$ cat config.mk
export PLATFORM = sky130hd
export DESIGN_NAME = mem_port_arbiter
export DESIGN_NICKNAME = d
export VERILOG_FILES = /design/src/rtl/mem_port_arbiter.sv
export SDC_FILE = /design/constraint.sdc
export NUM_CORES = 1
export LEC_CHECK = 0
export CAP_MARGIN = 30
export CORE_AREA = 2 2 108 110
export CTS_CLUSTER_SIZE = 40
export DETAILED_ROUTE_END_ITERATION = 7
export DIE_AREA = 0 0 110 112
export PLACE_DENSITY_LB_ADDON = 0.25
export SETUP_SLACK_MARGIN = 0.5
export SLEW_MARGIN = 10
export SYNTH_ARGS = -nofsm -noshare
export SYNTH_HDL_FRONTEND = slang
export SYNTH_SLANG_ARGS = --single-unit
$ cat constraint.sdc
create_clock -name clk_sys -period 4.3 [get_ports clk_sys]
set_input_delay 0.43 -clock clk_sys [delete_from_list [all_inputs] [get_ports clk_sys]]
set_output_delay 0.43 -clock clk_sys [all_outputs]
set_load 0.03 [all_outputs]
$ cat src/rtl/mem_port_arbiter.sv
`timescale 1ns/1ps
// mem_port_arbiter
//   Arbitrates the Ibex instruction and data OBI-style ports onto a single
//   single-port RAM interface with at most one outstanding transaction.
//   Responses are routed back to the issuing port. Out-of-range addresses
//   and RAM responses that miss the TIMEOUT window return an error response.
//
// Parameters:
//   MEM_SIZE  RAM size in bytes (power of 2)
//   MEM_START RAM base address (aligned to MEM_SIZE)
//   TIMEOUT   cycles to wait for mem_rvalid after a grant (>= 2)
//
// Ports:
//   clk_sys, rst_sys              clock, asynchronous active-high reset
//   instr_req/addr -> gnt/rvalid/rdata/err   instruction fetch port
//   data_req/we/be/addr/wdata -> gnt/rvalid/rdata/err   data port
//   mem_req/addr/write/be/wdata, mem_rvalid/rdata   RAM port
//
// Build option:
//   MEM_ARB_RR_EN  defined: round-robin arbitration between the two ports;
//                  undefined: fixed priority, instruction port wins.
module mem_port_arbiter #(
  parameter int unsigned MEM_SIZE  = 65536,
  parameter logic [31:0] MEM_START = 32'h0000_0000,
  parameter int unsigned TIMEOUT   = 16
) (
  input  logic        clk_sys,
  input  logic        rst_sys,
  input  logic        instr_req,
  input  logic [31:0] instr_addr,
  output logic        instr_gnt,
  output logic        instr_rvalid,
  output logic [31:0] instr_rdata,
  output logic        instr_err,
  input  logic        data_req,
  input  logic        data_we,
  input  logic [3:0]  data_be,
  input  logic [31:0] data_addr,
  input  logic [31:0] data_wdata,
  output logic        data_gnt,
  output logic        data_rvalid,
  output logic [31:0] data_rdata,
  output logic        data_err,
  output logic        mem_req,
  output logic [31:0] mem_addr,
  output logic        mem_write,
  output logic [3:0]  mem_be,
  output logic [31:0] mem_wdata,
  input  logic        mem_rvalid,
  input  logic [31:0] mem_rdata
);

  localparam logic [1:0] ST_IDLE     = 2'd0;
  localparam logic [1:0] ST_WAIT_MEM = 2'd1;
  localparam logic [1:0] ST_ERR_RESP = 2'd2;

  localparam logic OWN_INSTR = 1'b0;
  localparam logic OWN_DATA  = 1'b1;

  localparam int unsigned       TMO_W     = $clog2(TIMEOUT + 1);
  localparam logic [TMO_W-1:0]  TMO_LAST  = TMO_W'(TIMEOUT - 1);
  localparam logic [31:0]       ADDR_MASK = ~(MEM_SIZE - 1);

  logic [1:0]       state_q, state_d;
  logic             owner_q, owner_d;
  logic [TMO_W-1:0] tmo_cnt_q, tmo_cnt_d;

  logic        accept, grant, win, in_range;
  logic        resp_v, resp_err;
  logic [31:0] win_addr, resp_rdata;

`ifdef MEM_ARB_RR_EN
  logic last_owner_q, last_owner_d;
`endif

  // A new grant is possible when idle, or when the outstanding response
  // completes this cycle (back-to-back issue).
  assign accept = (state_q == ST_IDLE) || ((state_q == ST_WAIT_MEM) && mem_rvalid);
  assign grant  = accept && (instr_req || data_req);

`ifdef MEM_ARB_RR_EN
  // On contention the port not served last wins; a lone requester always wins.
  assign win = (instr_req && data_req) ? ~last_owner_q
                                       : (data_req ? OWN_DATA : OWN_INSTR);
`else
  assign win = instr_req ? OWN_INSTR : OWN_DATA;
`endif

  assign win_addr = (win == OWN_DATA) ? data_addr : instr_addr;
  assign in_range = (win_addr & ADDR_MASK) == MEM_START;

  // ERR_RESP covers both out-of-range requests and timeouts.
  assign resp_err   = (state_q == ST_ERR_RESP);
  assign resp_v     = ((state_q == ST_WAIT_MEM) && mem_rvalid) || resp_err;
  assign resp_rdata = resp_err ? '0 : mem_rdata;

  // Outputs are forced low while reset is held, independent of inputs.
  always_comb begin
    instr_gnt    = 1'b0;
    instr_rvalid = 1'b0;
    instr_rdata  = '0;
    instr_err    = 1'b0;
    data_gnt     = 1'b0;
    data_rvalid  = 1'b0;
    data_rdata   = '0;
    data_err     = 1'b0;
    mem_req      = 1'b0;
    mem_addr     = '0;
    mem_write    = 1'b0;
    mem_be       = '0;
    mem_wdata    = '0;
    if (!rst_sys) begin
      if (grant) begin
        if (win == OWN_DATA) data_gnt = 1'b1;
        else                 instr_gnt = 1'b1;
        if (in_range) begin
          mem_req  = 1'b1;
          mem_addr = win_addr;
          if (win == OWN_DATA) begin
            mem_write = data_we;
            mem_be    = data_be;
            mem_wdata = data_wdata;
          end
        end
      end
      if (resp_v) begin
        if (owner_q == OWN_DATA) begin
          data_rvalid = 1'b1;
          data_err    = resp_err;
          data_rdata  = resp_rdata;
        end else begin
          instr_rvalid = 1'b1;
          instr_err    = resp_err;
          instr_rdata  = resp_rdata;
        end
      end
    end
  end

  always_comb begin
    state_d   = state_q;
    owner_d   = owner_q;
    tmo_cnt_d = tmo_cnt_q;
`ifdef MEM_ARB_RR_EN
    last_owner_d = last_owner_q;
`endif
    case (state_q)
      ST_WAIT_MEM: begin
        if (mem_rvalid) begin
          state_d = ST_IDLE;
        end else begin
          tmo_cnt_d = tmo_cnt_q + TMO_W'(1);
          if (tmo_cnt_q == TMO_LAST) state_d = ST_ERR_RESP;
        end
      end
      default: state_d = ST_IDLE;
    endcase
    // A grant overrides the completion path above.
    if (grant) begin
      state_d   = in_range ? ST_WAIT_MEM : ST_ERR_RESP;
      owner_d   = win;
      tmo_cnt_d = '0;
`ifdef MEM_ARB_RR_EN
      last_owner_d = win;
`endif
    end
  end

  always_ff @(posedge clk_sys or posedge rst_sys) begin
    if (rst_sys) begin
      state_q   <= ST_IDLE;
      owner_q   <= OWN_INSTR;
      tmo_cnt_q <= '0;
`ifdef MEM_ARB_RR_EN
      last_owner_q <= OWN_DATA;
`endif
    end else begin
      state_q   <= state_d;
      owner_q   <= owner_d;
      tmo_cnt_q <= tmo_cnt_d;
`ifdef MEM_ARB_RR_EN
      last_owner_q <= last_owner_d;
`endif
    end
  end

endmodule

==> results.cfg <==
[clock_network]
clk_pin_slew_worst_paths_ns = 0.04
htree_levels = 1
cts_hold_buf = 0
cts_tree = built
cts_buffers = 3
cts_sinks = 8
ctsRootBufferMaster = clkbuf_16
cts_resized = 0
clockBufferDepth = 2
clock_latency_ns = 0.23
cts_setup_buffers = 0

[global_route]
antenna_found_initial = 0
overflow = 0
grt_usage_pct = 12.4
grt_pass1_wl_um = 12200
grt_pass1_vias = 2511
grt_max_degree = 38

[die]
rows = 39
initial_core_util_pct = 14.6
io_pins = 278
die_y_um = 112
die_w_um = 110
core_um2 = 11200
die-area_um2 = 12300

[placement]
place_hpwl_um = 7180
globalplace.congestion = 0.778
portBuffers = 261

[min_path]
hold_depth = 2
min_from = tmo_cnt_q[4]
min_to = tmo_cnt_q[4]
hp-class = register to register

[routing]
avgViaCountPerCell = 3.94
vias = 2587
dr.pass1.iters = 4
drt_iter0_drc = 128
routedWlPerCell_um = 12.8
ant_nets = 0
wl_um = 8420
remaining_drc_errors = 0

[critical_path]
r2r-end = tmo_cnt_q[3]
startpoint_type = primary input
end_kind = primary output
path_common_cell = clkdlybuf4s50_1
cpPeakStageDelay_ns = 0.69
crit_type = primary input to primary output
cp_max_fo = 37
r2r_slack_ns = 2.85
reg2reg_from = state_q[1]
slowest_stage = clkdlybuf4s50_1
r2r_cells = 4
cp.required_ns = 3.87
cp.arrival_ns = 3.14
cp_cell_sequence = clkdlybuf4s50_1, or4b_1, o22ai_4, o2111a_4, and2_1, clkdlybuf4s50_1

[sta]
setup_viol = 0
slew_headroom_pct = 64.2
min_period_ns = 3.57
slew_violations = 0
worst_slew_pin_slew_ns = 0.535
finalHoldViolCount = 0
clock_skew_ns = 0.000691
whs_ns = 0.498
period_share_pct = 83.1
fmax_mhz = 280
rsz0062_at_grt = no
tns_ns = 0

[cells_and_area]
final_nets = 656
areaGrowthSynthToFinish_pct = 167
drive_gt1_share_pct = 2.53
insertedDiodeCount = 0

[synth]
netlist_area_um2 = 1630
synthSimpleGateAreaFrac_pct = 53.9
synth-seq-cells = 8
synth_fa_ha_area_share_pct = 1.53
synth-compound-area-share_pct = 6.51
synth_top_family_by_area = simple AND/OR/NAND/NOR gates
synth_xor_area_share_pct = 1.07
synthCells = 267
synth.area.mux_share_pct = 9.80
avgSynthCellArea_um2 = 6.12
ys_types = 37
ys.warnings.count = 0
ys_seq_area_share_pct = 12.3

[power]
vdd_ir_drop_max_v = 0.0000932
p_leak_nw = 1.75
powerDensity_nw_per_um2 = 131
p_total_mw = 0.570

[status]
outcome = complete, no violations

[run]
drv_cap = 0
==> flip-flops by register name, indices dropped and copies added, names as in the netlist <==
signal     count
state_q        2
owner_q        1
tmo_cnt_q      5
==> layout make-up <==
cell class	count	area (µm²)
clock buffers	3	75.1
fillers	1176	6810
inverters	5	18.8
multi-input cells	233	1250
flip-flops and latches	8	200
well taps	143	179
repair buffers	265	2640
==> how the worst max path moves through the flow <==
stage / from / to / slack (ns) / cells past startpoint
final: instr_req / mem_be[3] / 0.73 / 6
after floorplan: instr_req / mem_addr[10] / 1.76 / 6
after global routing: instr_req / mem_be[3] / 0.61 / 6
after detailed placement: instr_req / mem_wdata[23] / 0.70 / 6
after CTS: instr_req / mem_be[3] / 0.70 / 6
after global placement: instr_req / mem_wdata[23] / 0.77 / 6
==> through the flow <==
stage | cell area [µm²] | std cells | setup WS [ns] | utilization, %
2_1_floorplan | 1690 | 282 | 1.76 | -
3_3_place_gp | 4290 | 654 | 0.766 | 38.4
3_5_place_dp | 4290 | 654 | 0.696 | 38.4
4_1_cts | 4370 | 657 | 0.696 | 39.1
5_1_grt | 4370 | 657 | 0.615 | 39.1
6_report | 4370 | 657 | 0.728 | 39.1
==> report_power, final <==
part           internal, mW  switching (mW)  total (mW)
Combinational         0.175           0.156       0.331
Sequential           0.0785         0.00427      0.0827
Clock                 0.120          0.0366       0.156
==> synthesized netlist by cell type <==
cell type  count  area [µm²]
nor2_1        86         323
or4b_1         1        10.0
clkbuf_1      12        45.0
nand3_1        4        20.0
nand2b_1       2        12.5
or3b_2         1        8.76
and2_1        37         231
a22o_1         1        8.76
buf_1          2        7.51
xor2_1         2        17.5
buf_2          3        15.0
o2111ai_4      1        26.3
and3_1         2        12.5
o21ai_0        4        20.0
nand4_1        1        6.26
a21oi_1        1        5.00
or3_1          1        6.26
nor3b_1        2        15.0
o22ai_4        1        20.0
or4_4          1        11.3
buf_4         16         120
o2111a_4       1        20.0
nor2b_1        1        6.26
and4_1         2        17.5
buf_6          3        33.8
nor4b_1        1        8.76
nand2_1       36         135
nand3b_1       1        7.51
dfrtp_1        8         200
nor3_1         4        20.0
nor4_1         3        18.8
nor3_2         1        10.0
o22ai_1        1        6.26
conb_1         1        3.75
ha_1           2        25.0
mux2i_1       16         160
inv_1          5        18.8
==> cells in the final DEF, fill, tap and decap left out, types with 2 or more instances in the layout <==
master,Yosys,final
clkbuf_16,0,3
o21ai_0,4,4
nand3_1,4,4
and3_1,2,2
conb_1,1,16
buf_4,16,4
nand2b_1,2,2
and2_1,37,37
nor3b_1,2,2
nand2_1,36,36
and4_1,2,2
dfrtp_1,8,8
clkdlybuf4s50_1,0,261
mux2i_1,16,16
xor2_1,2,2
inv_1,5,5
nor4_1,3,3
nor2_1,86,86
nor3_1,4,4
ha_1,2,2
==> per-layer routing <==
| metal | up-vias | routed length (µm) | track usage [%] | part of all wire, % |
|---|---|---|---|---|
| li1 | 1311 | - | - | - |
| met1 | 1118 | 2850 | 11.9 | 34 |
| met2 | 147 | 4500 | 24.9 | 53 |
| met3 | 11 | 914 | 3.45 | 11 |
| met4 | 0 | 149 | 3.71 | 1.8 |
| met5 | - | 0 | 0 | 0 |
==> cells by family (layout without fill, tap and decap cells) <==
logic type	count (synthesis)	after routing
other	1	16
adder cells (fa/ha/maj)	2	2
buffers and inverters	41	273
AND/OR/NAND/NOR	187	187
AO/OA/AOI/OAI	10	10
multiplexers	16	16
flip-flops	8	8
XOR/XNOR	2	2
==> worst max-delay path, delay by kind of cell <==
family	cells	cell delay (ns)
buffers and inverters	2	1.34
AO/OA/AOI/OAI	2	0.66
AND/OR/NAND/NOR	2	0.70
(Power assumes the default switching activity.)
